**config.mk**
```make
export PLATFORM = sky130hd
export DESIGN_NAME = sat_mac_accumulator_flat
export DESIGN_NICKNAME = d
export VERILOG_FILES = /design/src/rtl/sat_mac_if.sv /design/src/rtl/sat_mac_accumulator.sv /design/src/flat_wrapper.sv
export SDC_FILE = /design/constraint.sdc
export NUM_CORES = 1
export LEC_CHECK = 0
export ABC_AREA = 1
export CORE_ASPECT_RATIO = 0.8
export CORE_MARGIN = 5
export CORE_UTILIZATION = 45
export DETAILED_ROUTE_END_ITERATION = 12
export GPL_ROUTABILITY_DRIVEN = 0
export PLACE_DENSITY_LB_ADDON = 0.12
export SLEW_MARGIN = 20
export SYNTH_ARGS = -nofsm -noshare
export SYNTH_HDL_FRONTEND = slang
export SYNTH_SLANG_ARGS = --single-unit
```
**constraint.sdc**
```tcl
create_clock -name clk -period 2.6 [get_ports clk]
set_input_delay 0.52 -clock clk [delete_from_list [all_inputs] [get_ports clk]]
set_output_delay 0.52 -clock clk [all_outputs]
set_load 0.005 [all_outputs]
```
**src/rtl/sat_mac_if.sv**
```systemverilog
// Bus bundle for sat_mac_accumulator: beat input channel and frame result channel.
//
// Handshake rules (both channels): a transfer happens on a rising clock edge
// where valid and ready are both 1. The producer keeps valid and its payload
// stable until that transfer; ready never depends combinationally on valid.
interface sat_mac_if #(
  parameter int WIDTH = 16,
  parameter int LANES = 4,
  parameter int CNT_W = 16
);
  logic                     in_valid;
  logic                     in_ready;
  logic [LANES*WIDTH-1:0]   in_data;
  logic                     in_last;
  logic                     out_valid;
  logic                     out_ready;
  logic [WIDTH-1:0]         out_data;
  logic                     out_sat;
  logic [CNT_W-1:0]         out_beats;

  // Producer of beats / consumer of results.
  modport master (
    output in_valid, in_data, in_last, out_ready,
    input  in_ready, out_valid, out_data, out_sat, out_beats
  );

  // The accumulator itself.
  modport slave (
    input  in_valid, in_data, in_last, out_ready,
    output in_ready, out_valid, out_data, out_sat, out_beats
  );
endinterface

```
**src/rtl/sat_mac_accumulator.sv**
```systemverilog
// Multi-lane saturating (or wrapping) accumulator with framed output.
// Stage 1 registers the exact lane sum, stage 2 folds it into the running
// accumulator with per-step clamping; the last beat loads the output register.
module sat_mac_accumulator #(
  parameter int WIDTH  = 16,
  parameter int LANES  = 4,
  parameter int SAT_EN = 1,
  parameter int CNT_W  = 16
) (
  input  logic       clk,
  input  logic       rst,
  sat_mac_if.slave   bus,
  output logic [1:0] dbg_state
);

  // Tree width is exact for LANES lanes; one extra bit absorbs acc + tree.
  localparam int TW = WIDTH + $clog2(LANES);
  localparam int EW = TW + 1;

  localparam logic signed [EW-1:0]    MAX_EXT = {{(EW-WIDTH+1){1'b0}}, {(WIDTH-1){1'b1}}};
  localparam logic signed [EW-1:0]    MIN_EXT = {{(EW-WIDTH+1){1'b1}}, {(WIDTH-1){1'b0}}};
  localparam logic signed [WIDTH-1:0] SAT_MAX = {1'b0, {(WIDTH-1){1'b1}}};
  localparam logic signed [WIDTH-1:0] SAT_MIN = {1'b1, {(WIDTH-1){1'b0}}};

  typedef enum logic [1:0] {
    ST_ACC   = 2'd0,
    ST_DRAIN = 2'd1,
    ST_HOLD  = 2'd2
  } state_t;

  state_t state_q, state_d;
  logic   in_ready, out_valid, accept;

  logic                    s1_valid_q, s1_valid_d;
  logic                    s1_last_q, s1_last_d;
  logic signed [TW-1:0]    s1_sum_q, s1_sum_d;
  logic signed [TW-1:0]    tree_sum;

  logic signed [WIDTH-1:0] acc_q, acc_d;
  logic                    sat_q, sat_d;
  logic [CNT_W-1:0]        cnt_q, cnt_d;

  logic [WIDTH-1:0]        out_data_q, out_data_d;
  logic                    out_sat_q, out_sat_d;
  logic [CNT_W-1:0]        out_beats_q, out_beats_d;

  logic signed [EW-1:0]    acc_ext;
  logic                    ovf;
  logic signed [WIDTH-1:0] acc_step;

  assign accept = bus.in_valid & in_ready;

  // FSM state register.
  always_ff @(posedge clk or posedge rst) begin
    if (rst) state_q <= ST_ACC;
    else     state_q <= state_d;
  end

  // FSM next state: a frame closes on the accepted last beat, drains one
  // cycle through stage 2, then waits for the result to be taken.
  always_comb begin
    state_d = state_q;
    case (state_q)
      ST_ACC:   if (accept && bus.in_last)      state_d = ST_DRAIN;
      ST_DRAIN: if (s1_valid_q && s1_last_q)    state_d = ST_HOLD;
      ST_HOLD:  if (bus.out_ready)              state_d = ST_ACC;
      default:                                  state_d = ST_ACC;
    endcase
  end

  // FSM outputs: decoded from the state register only, never from out_ready.
  always_comb begin
    in_ready  = 1'b0;
    out_valid = 1'b0;
    case (state_q)
      ST_ACC:  in_ready  = 1'b1;
      ST_HOLD: out_valid = 1'b1;
      default: ;
    endcase
  end

  // Exact signed lane sum; sign-extension of every lane keeps it overflow-free.
  always_comb begin
    tree_sum = '0;
    for (int k = 0; k < LANES; k++) begin
      tree_sum = tree_sum + TW'($signed(bus.in_data[k*WIDTH +: WIDTH]));
    end
  end

  // Stage 1 next values: capture the tree sum only on an accepted beat.
  always_comb begin
    s1_valid_d = accept;
    s1_last_d  = accept & bus.in_last;
    s1_sum_d   = accept ? tree_sum : s1_sum_q;
  end

  // Stage 2 step: widened add, overflow detect, clamp or wrap.
  always_comb begin
    acc_ext  = EW'(acc_q) + EW'(s1_sum_q);
    ovf      = (acc_ext > MAX_EXT) || (acc_ext < MIN_EXT);
    acc_step = acc_ext[WIDTH-1:0];
    if (ovf && (SAT_EN != 0)) acc_step = acc_ext[EW-1] ? SAT_MIN : SAT_MAX;
  end

  // Accumulator, sticky flag, beat counter and output register next values.
  always_comb begin
    acc_d       = acc_q;
    sat_d       = sat_q;
    cnt_d       = cnt_q;
    out_data_d  = out_data_q;
    out_sat_d   = out_sat_q;
    out_beats_d = out_beats_q;
    if (accept && !(&cnt_q)) cnt_d = cnt_q + CNT_W'(1);
    if (s1_valid_q) begin
      if (s1_last_q) begin
        // Result moves out; the next frame starts from a clean slate.
        out_data_d  = acc_step;
        out_sat_d   = sat_q | ovf;
        out_beats_d = cnt_q;
        acc_d       = '0;
        sat_d       = 1'b0;
        cnt_d       = '0;
      end else begin
        acc_d = acc_step;
        sat_d = sat_q | ovf;
      end
    end
  end

  // Datapath registers.
  always_ff @(posedge clk or posedge rst) begin
    if (rst) begin
      s1_valid_q  <= 1'b0;
      s1_last_q   <= 1'b0;
      s1_sum_q    <= '0;
      acc_q       <= '0;
      sat_q       <= 1'b0;
      cnt_q       <= '0;
      out_data_q  <= '0;
      out_sat_q   <= 1'b0;
      out_beats_q <= '0;
    end else begin
      s1_valid_q  <= s1_valid_d;
      s1_last_q   <= s1_last_d;
      s1_sum_q    <= s1_sum_d;
      acc_q       <= acc_d;
      sat_q       <= sat_d;
      cnt_q       <= cnt_d;
      out_data_q  <= out_data_d;
      out_sat_q   <= out_sat_d;
      out_beats_q <= out_beats_d;
    end
  end

  assign bus.in_ready  = in_ready;
  assign bus.out_valid = out_valid;
  assign bus.out_data  = out_data_q;
  assign bus.out_sat   = out_sat_q;
  assign bus.out_beats = out_beats_q;
  assign dbg_state     = state_q;

endmodule

```
**src/flat_wrapper.sv**
```systemverilog
// flat-port wrapper written by rule: the top's interface ports become plain ports
module sat_mac_accumulator_flat 
#(
  parameter int WIDTH  = 16,
  parameter int LANES  = 4,
  parameter int SAT_EN = 1,
  parameter int CNT_W  = 16
)
  (clk, rst, dbg_state, bus_in_valid, bus_in_data, bus_in_last, bus_out_ready, bus_in_ready, bus_out_valid, bus_out_data, bus_out_sat, bus_out_beats);
  sat_mac_if #(.WIDTH(WIDTH), .LANES(LANES), .CNT_W(CNT_W)) bus_i ();
  input  logic clk;
  input  logic rst;
  output logic [1:0] dbg_state;
  input wire logic [$bits(bus_i.in_valid)-1:0] bus_in_valid;
  input wire logic [$bits(bus_i.in_data)-1:0] bus_in_data;
  input wire logic [$bits(bus_i.in_last)-1:0] bus_in_last;
  input wire logic [$bits(bus_i.out_ready)-1:0] bus_out_ready;
  output wire logic [$bits(bus_i.in_ready)-1:0] bus_in_ready;
  output wire logic [$bits(bus_i.out_valid)-1:0] bus_out_valid;
  output wire logic [$bits(bus_i.out_data)-1:0] bus_out_data;
  output wire logic [$bits(bus_i.out_sat)-1:0] bus_out_sat;
  output wire logic [$bits(bus_i.out_beats)-1:0] bus_out_beats;
  assign bus_i.in_valid = bus_in_valid;
  assign bus_i.in_data = bus_in_data;
  assign bus_i.in_last = bus_in_last;
  assign bus_i.out_ready = bus_out_ready;
  assign bus_in_ready = bus_i.in_ready;
  assign bus_out_valid = bus_i.out_valid;
  assign bus_out_data = bus_i.out_data;
  assign bus_out_sat = bus_i.out_sat;
  assign bus_out_beats = bus_i.out_beats;
  sat_mac_accumulator #(.WIDTH(WIDTH), .LANES(LANES), .SAT_EN(SAT_EN), .CNT_W(CNT_W)) u_core (.clk(clk), .rst(rst), .bus(bus_i), .dbg_state(dbg_state));
endmodule
```
Word level (Yosys, flattened, before mapping)

Index checks and enable logic that the tools add are counted.

Input bits: 69
Bits in registers: 88
Output and inout port bits: 37
Word-level logic and storage cells: 47

Muxes and demuxes: 13
Reduce and logical (&&, ||, !) cells: 9
Add/sub/neg operators: 5
Eq/ne operators: 5
$lt $le $gt $ge: 2
Bitwise operators: 3

Operators by type and width:

| operator                                                                | count |
|---|---|
| 16-bit two-way mux                                                      | 6 |
| 16-bit by 18-bit adder with 19-bit output                               | 1 |
| 19-bit by 16-bit > comparator with 1-bit output (second input constant) | 1 |
| 19-bit by 16-bit < comparator with 1-bit output (second input constant) | 1 |
| 17-bit by 16-bit adder with 18-bit output                               | 1 |
| 18-bit by 16-bit adder with 18-bit output                               | 1 |
| 16-bit by 16-bit adder with 17-bit output                               | 1 |
| 16-bit by 1-bit adder with 16-bit output (second input constant)        | 1 |
| 16-bit AND reduction                                                    | 1 |
| 2-bit two-way mux                                                       | 3 |
| 2-bit one-hot mux with 3 select lines                                   | 1 |
| 2-bit by 1-bit != test with 1-bit output (second input constant)        | 2 |
| 1-bit logical AND                                                       | 3 |
| 1-bit two-way mux                                                       | 3 |
| 3-bit AND reduction                                                     | 1 |
| 1-bit bitwise AND                                                       | 2 |
| 2-bit by 1-bit equality test with 1-bit output (second input constant)  | 1 |
| 2-bit equality test (second input constant)                             | 1 |
| 2-bit zero test                                                         | 1 |
| 2-bit != test (second input constant)                                   | 1 |
| 2-bit AND reduction                                                     | 1 |
| 1-bit zero test                                                         | 1 |
| 1-bit logical OR                                                        | 1 |
| 1-bit OR                                                                | 1 |

Logic depth before layout (Yosys ltp)

Word-level depth: 7
Mapped depth: 18
Mapped depth without buffers: 17

Least setup slack after synthesis

No wires, ideal clock.

Path type: input port to flip-flop
Start point: input port bus_in_data[7]
End point: register u_core.s1_sum_q[14]
Setup slack: -377 ps
Stages on the path: 13
Data required time: 2482 ps
Arrival time: 2860 ps
Path through: fa_1 fa_1 ha_1 nand2_1 o21a_1 nand2_1 a21boi_0 o21ai_0 nand2_1 nand2_1 nand2_1 nand3_1 nand2_1

Cells in the longest elaborated chain, start to end: 3

RTL lines:

| element                                   | RTL line                   | text |
|---|---|---|
| start: declaration                        | flat_wrapper.sv:15         | `input wire logic [$bits(bus_i.in_data)-1:0] bus_in_data;` |
| 16-bit by 16-bit adder with 17-bit output | sat_mac_accumulator.sv:86  | `tree_sum = tree_sum + TW'($signed(bus.in_data[k*WIDTH +: WIDTH]));` |
| 17-bit by 16-bit adder with 18-bit output | sat_mac_accumulator.sv:86  |  |
| 18-bit by 16-bit adder with 18-bit output | sat_mac_accumulator.sv:86  |  |
| end signal: assignment                    | sat_mac_accumulator.sv:145 | `s1_sum_q <= s1_sum_d;` |
| end: declaration                          | sat_mac_accumulator.sv:36  | `logic signed [TW-1:0] s1_sum_q, s1_sum_d;` |

No other way between the ends.
A chain may end at the register's enable or synchronous reset.

Final worst setup path

Start point: input port bus_in_data[1]
End point: register u_core.s1_sum_q[15]

Same word-level chain as after synthesis.

==> impl_metrics.toml <==
[timing]
relSlewSlack_pct = 48.1
setup_viol = 10
clock_skew_ns = 0.00657
holdWs_ns = 0.486
max_freq_mhz = 354
maxSlewViolCount = 0
rsz0062_at_grt = "true"
period_minus_slack_ns = 2.83
final_hold_viol_count = 0
worst_pin_slew_ns = 0.774
finalWorstSetupSlack_ns = -0.228
min_period_over_period_pct = 109

[clock_network]
numCtsBuffers = 9
clk_pin_slew_ns = 0.06
hold_buffers = 0
tritoncts = "yes"
max-clock-path-buffers = 2
htree_num_levels = 3
clk_latency_ns = 0.34
cts_root_buffer = "clkbuf_16"
cts_sinks = 88

[setup_path]
setup.worst_path.end_class = "flip-flop"
worstPathArrival_ns = 3.06
crit_chain = "buf_6 > fa_1 > fa_1 > ha_2 > inv_2 > fa_2 > inv_2 > a31oi_4 > nor2_2 > o21ai_1 > nand2_1 > nand4_1 > nand2_1 > nand2_1 > nand3_1 > nand2_1"
critical_path.max_fanout = 3
max_stage_delay_ns = 0.53
crit_top_cell = "nand2_1"
required_ns = 2.83
crit_path_top_delay_cell = "fa_1"
criticalPathCategory = "in -> reg"
cp-start-kind = "input port"

[power_and_ir_drop]
p_int_mw = 5.33
powerDensity_nw_per_um2 = 1170
p_sw_share_pct = 46.0
p_sw_mw = 4.54
p_leak_nw = 4.07
p_clk_share_pct = 12.1
seqPwrFrac_pct = 22.5
vdd_ir_drop_max_mv = 0.598
pwr-share-comb_pct = 65.3

[global_routing]
grt_start_max_net_pins = 59
grt_pass1_wl_mm = 25.4
grt_pass1_vias = 5522
grtUsageTotal_pct = 18.9
grt_overflow = 0
antenna_found_initial = 0

[final_layout]
antenna_cells = 0
layout-drive-gt1-share_pct = 20.0
area_delta_synth_final_pct = 36.1
nets = 1063

[drt]
num_vias = 5492
met3_length_microns = 528
drc_errors = 0
ant_nets = 0
routed.top_layer = "met4"
wl_per_cell_microns = 13.4
firstDrtPassIters = 5
drtIter0Drc = 271
wl_met1_mm = 6.90
viasPerCell = 4.95
drt_wl_total_mm = 14.9
wl_met2_mm = 7.33

[status]
status = "complete, but fails checks"
violations = "negative setup slack"

[floorplan]
rows = 38
core_sq_um = 13500
io-pin-count = 106
start_util_pct = 45.7
die-area_sq_um = 16200
die_x_microns = 141
die_h_microns = 115

[placement]
portBuffers = 105
dp_hpwl_mm = 11.4
dpl_worst_slack_ns = -0.939

[yosys]
synth_warnings = 0
syn_area_per_cell_sq_um = 7.97
asyncSetResetFlopFracSynth_pct = 100
synth_edf_count = 0
syn_area_sq_um = 6170
synth_flop_cell = "dfrtp_1"
ys_types = 38
syn-num-nets = 913
seq_area_frac_synth_pct = 35.7
yosys_register_bits = 88
netlist_instances = 774

[job]
drv_cap = 0

[hold_path]
hp-class = "reg -> reg"
[cell families after synthesis]
logic type | after synthesis | share of synthesized area, %
AND/OR/NAND/NOR | 400 | 27.4
AO/OA/AOI/OAI | 100 | 8.76
buffers and inverters | 89 | 5.98
flip-flops | 88 | 35.7
adder cells (fa/ha/maj) | 70 | 18.3
XOR/XNOR | 27 | 3.83
[critical path: cells and delay by family]
family | cells | cell delay [ns]
AO/OA/AOI/OAI | 2 | 0.17
adder cells (fa/ha/maj) | 4 | 1.55
buffers and inverters | 3 | 0.21
AND/OR/NAND/NOR | 7 | 0.61
[through the flow]
stage / power [mW] / area, sq um / setup TNS [ns] / utilization (%) / instances
detailed placement: 8.04 / 7770 / -11.42 / 57.6 / 1083
floorplan: 6.49 / 6270 / -1.84 / - / 774
CTS: 9.59 / 8240 / -1.26 / 61.0 / 1105
finish: 9.87 / 8400 / -1.39 / 62.2 / 1109
global placement: 7.91 / 7770 / -10.72 / 57.6 / 1083
global route: 10.8 / 8400 / -2.34 / 62.2 / 1109
[layout make-up]
cell class / count / area (sq um)
inverters: 73 / 278
repair buffers: 155 / 1390
fillers: 1190 / 5100
clock inverters: 7 / 47.5
clock buffers: 9 / 225
well taps: 180 / 225
flip-flops and latches: 88 / 2200
multi-input cells: 597 / 4030
[final timing paths]
kind                                     start                      end  slack (ns)  cells after the start
max in group asynchronous                  rst   u_core.bus.out_data[8]        1.38                      3
max reg2reg                 u_core.s1_sum_q[0]   u_core.bus.out_data[1]        0.19                     14
min reg2reg                u_core.s1_sum_q[14]      u_core.s1_sum_q[14]        0.49                      2
max                             bus_in_data[1]      u_core.s1_sum_q[15]       -0.23                     16
min in group asynchronous                  rst  u_core.bus.out_beats[1]        0.64                      2
min                        u_core.s1_sum_q[14]      u_core.s1_sum_q[14]        0.49                      2
[per-layer routing]
metal	global-route usage, %	vias to the layer above
li1	-	2761
met1	25.4	2624
met2	32.6	93
met3	3.24	14
met4	4.07	0
met5	0	-
[Yosys cell counts, types with 10 or more instances]
cell type	number	share of area [%]
xnor2_1	12	1.7
dfrtp_1	88	36
ha_1	36	7.3
a21oi_1	39	3.2
nand3_1	34	2.8
nand2_1	269	16
nor3_1	10	0.81
nand2_2	22	2.2
clkbuf_1	11	0.67
inv_1	70	4.3
xor2_1	15	2.1
o21ai_0	44	3.6
nor2_1	46	2.8
fa_1	34	11
[sequential cells by signal, summed over array words and instances, names as in the netlist]
| signal | count |
|---|---|
| u_core.bus.out_data | 16 |
| u_core.s1_last_q | 1 |
| u_core.dbg_state | 2 |
| u_core.s1_sum_q | 18 |
| u_core.acc_q | 16 |
| u_core.cnt_q | 16 |
| u_core.bus.out_beats | 16 |
| u_core.s1_valid_q | 1 |
| u_core.bus.out_sat | 1 |
| u_core.sat_q | 1 |
[timing repair]
item,CTS,global route
resized for setup,132,40
pin swaps,73,41
buffers inserted,6,4
gates cloned,0,0
endpoints found under the setup margin,16,42
[cells in the final DEF, fill, tap and decap left out, types with 3 or more instances in the layout]
cell type        count
o21ai_1              9
xor2_1              15
inv_1               64
a21oi_2              8
xnor2_1             10
nor3_1               9
nand3_2              9
ha_1                21
a21oi_1             28
o21bai_1             3
clkbuf_16            9
clkdlybuf4s15_1      7
o21ai_0             33
clkinv_2             3
nand4_1              3
nor2_2               3
nand2_2             32
buf_2               11
a21oi_4              3
clkbuf_2             5
o21a_1               3
buf_4               44
nand2_1            257
clkdlybuf4s50_1     69
fa_2                 6
buf_6                5
dlygate4sd2_1        8
nand2_4              3
buf_12               3
nor2_1              42
ha_4                14
nand3_1             30
fa_1                28
dfrtp_1             88
clkinvlp_4           3
inv_2                6
[power groups by stage]
stage	clock network [mW]	logic [mW]	registers, mW
2_1_floorplan	0	4.34	2.15
3_3_place_gp	0	5.67	2.23
4_1_cts	1.23	6.14	2.22
6_report	1.20	6.44	2.22
3_5_place_dp	0	5.80	2.24
5_1_grt	1.28	7.26	2.29
Note: power is estimated with default switching activity, not from simulation.
